==> config.mk <==
export PLATFORM = sky130hd
export DESIGN_NAME = rvlab_tlul_host
export DESIGN_NICKNAME = d
export VERILOG_FILES = /design/src/rtl/tlul_pkg.sv /design/src/rtl/rvlab_tlul_host.sv
export SDC_FILE = /design/constraint.sdc
export NUM_CORES = 1
export LEC_CHECK = 0
export ABC_AREA = 0
export CAP_MARGIN = 5
export CORE_ASPECT_RATIO = 0.5
export CORE_UTILIZATION = 36
export CTS_CLUSTER_DIAMETER = 200
export CTS_CLUSTER_SIZE = 14
export DETAILED_ROUTE_END_ITERATION = 6
export HOLD_SLACK_MARGIN = 0.1
export PLACE_DENSITY = 0.77
export SLEW_MARGIN = 20
export SYNTH_ARGS = -nofsm -noshare
export SYNTH_HDL_FRONTEND = slang
export SYNTH_SLANG_ARGS = --single-unit
==> constraint.sdc <==
create_clock -name clk_i -period 2.55 [get_ports clk_i]
set_clock_uncertainty 0.1 [all_clocks]
set_input_delay 0.51 -clock clk_i [delete_from_list [all_inputs] [get_ports clk_i]]
set_output_delay 0.51 -clock clk_i [all_outputs]
set_load 0.02 [all_outputs]
==> src/rtl/tlul_pkg.sv <==
// TL-UL type definitions shared by hosts and devices on the rvlab bus.
package tlul_pkg;

  typedef enum logic [2:0] {
    PutFullData    = 3'h0,
    PutPartialData = 3'h1,
    Get            = 3'h4
  } tl_a_op_e;

  typedef enum logic [2:0] {
    AccessAck     = 3'h0,
    AccessAckData = 3'h1
  } tl_d_op_e;

  typedef struct packed {
    logic [4:0] rsvd;
    logic [3:0] instr_type;
    logic [6:0] cmd_intg;
    logic [6:0] data_intg;
  } tl_a_user_t;

  parameter tl_a_user_t TL_A_USER_DEFAULT = '{
    rsvd:       5'h0,
    instr_type: 4'h9,
    cmd_intg:   7'h0,
    data_intg:  7'h0
  };

  typedef struct packed {
    logic       a_valid;
    tl_a_op_e   a_opcode;
    logic [2:0] a_param;
    logic [1:0] a_size;
    logic [7:0] a_source;
    logic [31:0] a_address;
    logic [3:0] a_mask;
    logic [31:0] a_data;
    tl_a_user_t a_user;
    logic       d_ready;
  } tl_h2d_t;

  typedef struct packed {
    logic       d_valid;
    tl_d_op_e   d_opcode;
    logic [2:0] d_param;
    logic [1:0] d_size;
    logic [7:0] d_source;
    logic [0:0] d_sink;
    logic [31:0] d_data;
    logic       d_error;
    logic       a_ready;
  } tl_d2h_t;

endpackage

==> src/rtl/rvlab_tlul_host.sv <==
// Single-outstanding TL-UL host adapter: turns a simple req/we/addr initiator
// interface into TL-UL A/D transactions with a response timeout.
module rvlab_tlul_host
  import tlul_pkg::*;
#(
  parameter int unsigned TIMEOUT_CYCLES = 1024
) (
  input  logic        clk_i,
  input  logic        rst_ni,
  input  logic        req_i,
  input  logic        we_i,
  input  logic [31:0] addr_i,
  input  logic [31:0] wdata_i,
  input  logic [3:0]  be_i,
  output logic        gnt_o,
  output logic        rvalid_o,
  output logic [31:0] rdata_o,
  output logic        err_o,
  output logic        busy_o,
  output tl_h2d_t     tl_o,
  input  tl_d2h_t     tl_i
);

  localparam int unsigned CntW = $clog2(TIMEOUT_CYCLES + 1);

  typedef enum logic [1:0] {
    IDLE,
    AREQ,
    DWAIT
  } state_e;

  state_e         state_q;
  logic           we_q;
  logic [29:0]    addr_q;
  logic [31:0]    wdata_q;
  logic [3:0]     be_q;
  logic [CntW-1:0] cnt_q;
  logic [CntW-1:0] cnt_inc;
  logic           gnt_q;
  logic           rvalid_q;
  logic           err_q;
  logic [31:0]    rdata_q;

  tl_d_op_e       exp_d_op;
  logic           resp_err;
  logic [31:0]    resp_data;

  // Response checking uses the latched direction, so it is valid in AREQ and DWAIT.
  assign exp_d_op  = we_q ? AccessAck : AccessAckData;
  assign resp_err  = tl_i.d_error | (tl_i.d_opcode != exp_d_op);
  assign resp_data = we_q ? 32'h0 : tl_i.d_data;
  assign cnt_inc   = cnt_q + CntW'(1);

  // NOTE: sequential state uses non-blocking (<=) so every register samples
  // pre-edge values; blocking here would create order-dependent simulation.
  always_ff @(posedge clk_i or negedge rst_ni) begin
    if (!rst_ni) begin
      state_q  <= IDLE;
      we_q     <= 1'b0;
      addr_q   <= '0;
      wdata_q  <= '0;
      be_q     <= '0;
      cnt_q    <= '0;
      gnt_q    <= 1'b0;
      rvalid_q <= 1'b0;
      err_q    <= 1'b0;
      rdata_q  <= '0;
    end else begin
      gnt_q    <= 1'b0;
      rvalid_q <= 1'b0;
      case (state_q)
        IDLE: begin
          if (req_i) begin
            we_q    <= we_i;
            addr_q  <= addr_i[31:2];
            wdata_q <= wdata_i;
            be_q    <= be_i;
            state_q <= AREQ;
          end
        end
        AREQ: begin
          if (tl_i.a_ready) begin
            gnt_q <= 1'b1;
            cnt_q <= '0;
            // A D beat coinciding with the handshake belongs to this transaction.
            if (tl_i.d_valid) begin
              rvalid_q <= 1'b1;
              err_q    <= resp_err;
              rdata_q  <= resp_data;
              state_q  <= IDLE;
            end else begin
              state_q  <= DWAIT;
            end
          end
        end
        DWAIT: begin
          if (tl_i.d_valid) begin
            rvalid_q <= 1'b1;
            err_q    <= resp_err;
            rdata_q  <= resp_data;
            state_q  <= IDLE;
          end else if (cnt_inc == CntW'(TIMEOUT_CYCLES)) begin
            rvalid_q <= 1'b1;
            err_q    <= 1'b1;
            rdata_q  <= '0;
            cnt_q    <= cnt_inc;
            state_q  <= IDLE;
          end else begin
            cnt_q    <= cnt_inc;
          end
        end
        default: state_q <= IDLE;
      endcase
    end
  end

  // NOTE: the whole struct gets a default first so no field can infer a latch.
  always_comb begin
    tl_o           = '0;
    tl_o.a_valid   = (state_q == AREQ);
    tl_o.a_opcode  = !we_q ? Get : ((be_q == 4'hF) ? PutFullData : PutPartialData);
    tl_o.a_param   = 3'h0;
    tl_o.a_size    = 2'd2;
    tl_o.a_source  = 8'h0;
    tl_o.a_address = {addr_q, 2'b00};
    tl_o.a_mask    = we_q ? be_q : 4'hF;
    tl_o.a_data    = we_q ? wdata_q : 32'h0;
    tl_o.a_user    = TL_A_USER_DEFAULT;
    tl_o.d_ready   = 1'b1;
  end

  assign gnt_o    = gnt_q;
  assign rvalid_o = rvalid_q;
  assign rdata_o  = rdata_q;
  assign err_o    = err_q;
  assign busy_o   = (state_q != IDLE);

  logic unused_inputs;
  assign unused_inputs = ^{addr_i[1:0], tl_i.d_param, tl_i.d_size,
                           tl_i.d_source, tl_i.d_sink};

endmodule

==> impl_metrics.py <==
metrics = {
    "clocking": {
        "cts.sink_count": 115,
        "clock_tree.buffer_depth": 2,
        "total_clock_buffers_created_by_cts": 17,
        "clkLatencyLatePin_ns": 0.39,
        "cts-htree-levels": 4,
        "clkTransAtPathRegs_ns": 0.06,
        "clock_tree_from_tritoncts": "done",
        "ctsRootBufferMaster": "sky130_fd_sc_hd__clkbuf_16",
    },
    "power_and_ir_drop": {
        "pwr-share-seq_pct": 28.9,
        "vdd_ir_drop_max_mv": 0.521,
        "power.static_leakage_nw": 3.55,
        "total_power_mw": 10.7,
        "netSwitchingPower_mw": 3.60,
        "power_density_mw_per_mm2": 1300,
        "switching_share_of_power_pct": 33.8,
        "internal_power_component_mw": 7.05,
        "clock_power_share_pct": 25.4,
        "power.combinational.fraction_pct": 45.7,
    },
    "floorplanning": {
        "initial_util_pct": 37.4,
        "boundary_pins": 269,
        "dieArea_mm2": 0.0148,
        "die_height_um": 86.5,
        "die_x_um": 171,
        "num_rows": 30,
        "floorplan.core_area_mm2": 0.0137,
    },
    "global_route": {
        "global_route.usage.met2_pct": 34.3,
        "initial_antenna_violation_count": 0,
        "grt_max_degree": 42,
        "grt.overflow.total": 0,
        "track_usage_pct": 18.3,
        "grt_max_usage_layer": "met2",
        "wire_length_of_the_first_global_routing_pass_mm": 20.9,
        "met3_usage_pct": 3.42,
        "globalRouteMet1Util_pct": 20.6,
        "via_count_of_the_first_global_routing_pass": 4120,
    },
    "setup_path": {
        "slowest_cell_on_crit_path": "sky130_fd_sc_hd__or4_4",
        "critical_path.most_common_cell": "sky130_fd_sc_hd__or4_4",
        "critical_path_data_arrival_time_ns": 2.71,
        "crit_required_ns": 2.72,
        "max_stage_delay_ns": 0.53,
        "critical_path.startpoint_type": "register",
        "worst-path-max-fanout": 32,
        "worstPathCellList": "or4_4, or4_4, a22o_4, o21ai_4, nand2_8, a22o_1",
        "end_kind": "register",
        "worst-setup-path-type": "reg2reg",
    },
    "synth": {
        "synth_async_sr_flop_share_pct": 100,
        "largest_area_contributor_in_the_synthesized_netlist": "sky130_fd_sc_hd__dfrtp_1",
        "yosys_warnings": 0,
        "postSynthCellCount": 409,
        "most_numerous_cell_in_the_yosys_netlist": "sky130_fd_sc_hd__dfrtp_1",
        "synth_unique_cells": 38,
        "synth-edff-count": 0,
        "synth_largest_type_area_fraction_pct": 56.0,
        "synth.top_cells.by_count": "115 x sky130_fd_sc_hd__dfrtp_1, 53 x sky130_fd_sc_hd__mux2_2, 40 x sky130_fd_sc_hd__buf_4, 37 x sky130_fd_sc_hd__a22o_1, 34 x sky130_fd_sc_hd__and2_1",
        "synth_ff_type": "sky130_fd_sc_hd__dfrtp_1",
        "synth_top_cells_by_area": "sky130_fd_sc_hd__dfrtp_1 56%, sky130_fd_sc_hd__mux2_2 12%, sky130_fd_sc_hd__a22o_1 6.3%",
        "yosysSeqAreaShare_pct": 56.0,
        "postSynthAreaPerCell_um2": 12.6,
        "syn_area_mm2": 0.00514,
        "postSynthRegisterBits": 115,
    },
    "layout": {
        "area_growth_pct": 59.0,
        "n_antenna_cell": 0,
        "layout-drive-gt1-share_pct": 17.6,
        "instances_no_fill": 845,
        "fillerInstances": 1093,
        "finish.net_count": 768,
    },
    "sta": {
        "period_share_pct": 99.6,
        "rsz0062_at_grt": "yes",
        "finalHoldViolations": 0,
        "hold_slack_ns": 0.388,
        "setup_viol": 0,
        "finalMaxSlewViolations": 0,
        "worst_rel_slew_slack_pct": 56.9,
        "worst_slew_pin_slew_ns": 0.640,
        "period_minus_slack_ns": 2.54,
        "timing.fmax_ghz": 0.394,
    },
    "drt": {
        "first_pass_iters": 4,
        "dr.first_iter.drc_count": 116,
        "detail-route-antenna-nets": 0,
        "postRouteWirelength_mm": 13.2,
        "vias_per_cell": 4.68,
        "vias": 3955,
        "post_drt_wl_per_cell_um": 15.6,
        "detail_route.drc_violations": 0,
    },
    "place": {
        "detailed_place_hpwl_mm": 9.60,
        "replace_congestion": 0.766,
        "placed_cells": 811,
        "port_buffers": 212,
    },
    "run_status": {
        "status": "finished, final reports clean",
    },
    "flow_run": {
        "maxcap_violations": 0,
    },
    "worst_hold_path": {
        "timing.hold.worst.class": "reg2reg",
    },
}
## logic make-up after synthesis
kind of cell | Yosys count | share of synthesized area [%]
DFF | 115 | 56.0
other | 2 | 0.146
buffers and inverters | 65 | 8.11
muxes | 68 | 14.9
and+or+nand+nor | 84 | 9.27
AOI/OAI and AO/OA | 69 | 10.3
adders and majority gates | 4 | 0.974
xor gates and xnor gates | 2 | 0.341
## power groups by stage
stage	sequential [mW]	combinational, mW	clock (mW)
after floorplan	3.63	2.06	0
after global placement	3.05	4.81	0
after detailed placement	3.09	4.89	0
after CTS	3.08	4.92	2.77
after global routing	3.18	5.18	2.85
final	3.08	4.87	2.71
## cell usage in the layout, fill, tap and decap left out, drive strengths merged, types with 10 or more instances in the layout
| cell | instances |
|---|---|
| a22o | 37 |
| and2 | 34 |
| buf | 22 |
| clkbuf | 19 |
| clkdlybuf4s50 | 211 |
| conb | 40 |
| dfrtp | 115 |
| mux2 | 68 |
| nand2 | 10 |
| nor2 | 11 |
| o21ai | 16 |
## per-stage QoR
stage	setup TNS, ns	area, um2	util, %	setup slack [ns]
6_report	0	8170	59.5	0.0106
5_1_grt	-1.34	8170	59.5	-0.0602
4_1_cts	0	8150	59.3	0.0140
3_5_place_dp	0	7450	54.2	0.00322
3_3_place_gp	0	7450	54.2	0.0685
2_1_floorplan	0	5280	-	0.149
## path summary, 6_finish.rpt
| path | to | slack, ns | depth (start not counted) | start |
|---|---|---|---|---|
| max | rdata_o[1] | 0.01 | 6 | cnt_q[5] |
| min | addr_q[5] | 0.39 | 1 | addr_q[5] |
| max reg2reg | rdata_o[1] | 0.01 | 6 | cnt_q[5] |
| min reg2reg | addr_q[5] | 0.39 | 1 | addr_q[5] |
| max in group asynchronous | state_q[1] | 1.15 | 3 | rst_ni |
| min in group asynchronous | wdata_q[27] | 0.55 | 2 | rst_ni |
## state kept, by name, indices dropped and copies added, names as in the netlist
| name | count |
|---|---|
| cnt_q | 11 |
| gnt_o | 1 |
| wdata_q | 32 |
| rvalid_o | 1 |
| addr_q | 30 |
| err_o | 1 |
| state_q | 2 |
| we_q | 1 |
| be_q | 4 |
| rdata_o | 32 |
## critical path: cells and delay by family (launching register included)
| family | cells | cell delay [ns] |
|---|---|---|
| AND/OR/NAND/NOR | 3 | 1.15 |
| AO/OA/AOI/OAI | 3 | 0.78 |
| flip-flops | 1 | 0.37 |
## metal layers
| metal | routed length, um | vias up |
|---|---|---|
| li1 | - | 1826 |
| met1 | 5190 | 1979 |
| met2 | 7260 | 125 |
| met3 | 447 | 25 |
| met4 | 312 | 0 |
| met5 | 0 | - |
## what timing repair did
item	in CTS	in global routing
hold buffers	1	0
setup endpoints to repair	25	34
endpoints found under the hold margin	37	0
pin swaps	0	0
setup buffers	0	1
gates resized for setup	2	4
## cell type report
cell class	instances	area, um2	share of cell area, %
multi-input combinational	267	2020	24.7
clock inverter	13	231	2.83
sequential	115	2880	35.2
timing repair buffer	234	2340	28.6
clock buffer	19	443	5.42
tap	192	240	2.94
inverter	5	18.8	0.230
Note: power is estimated with default switching activity, not from simulation.
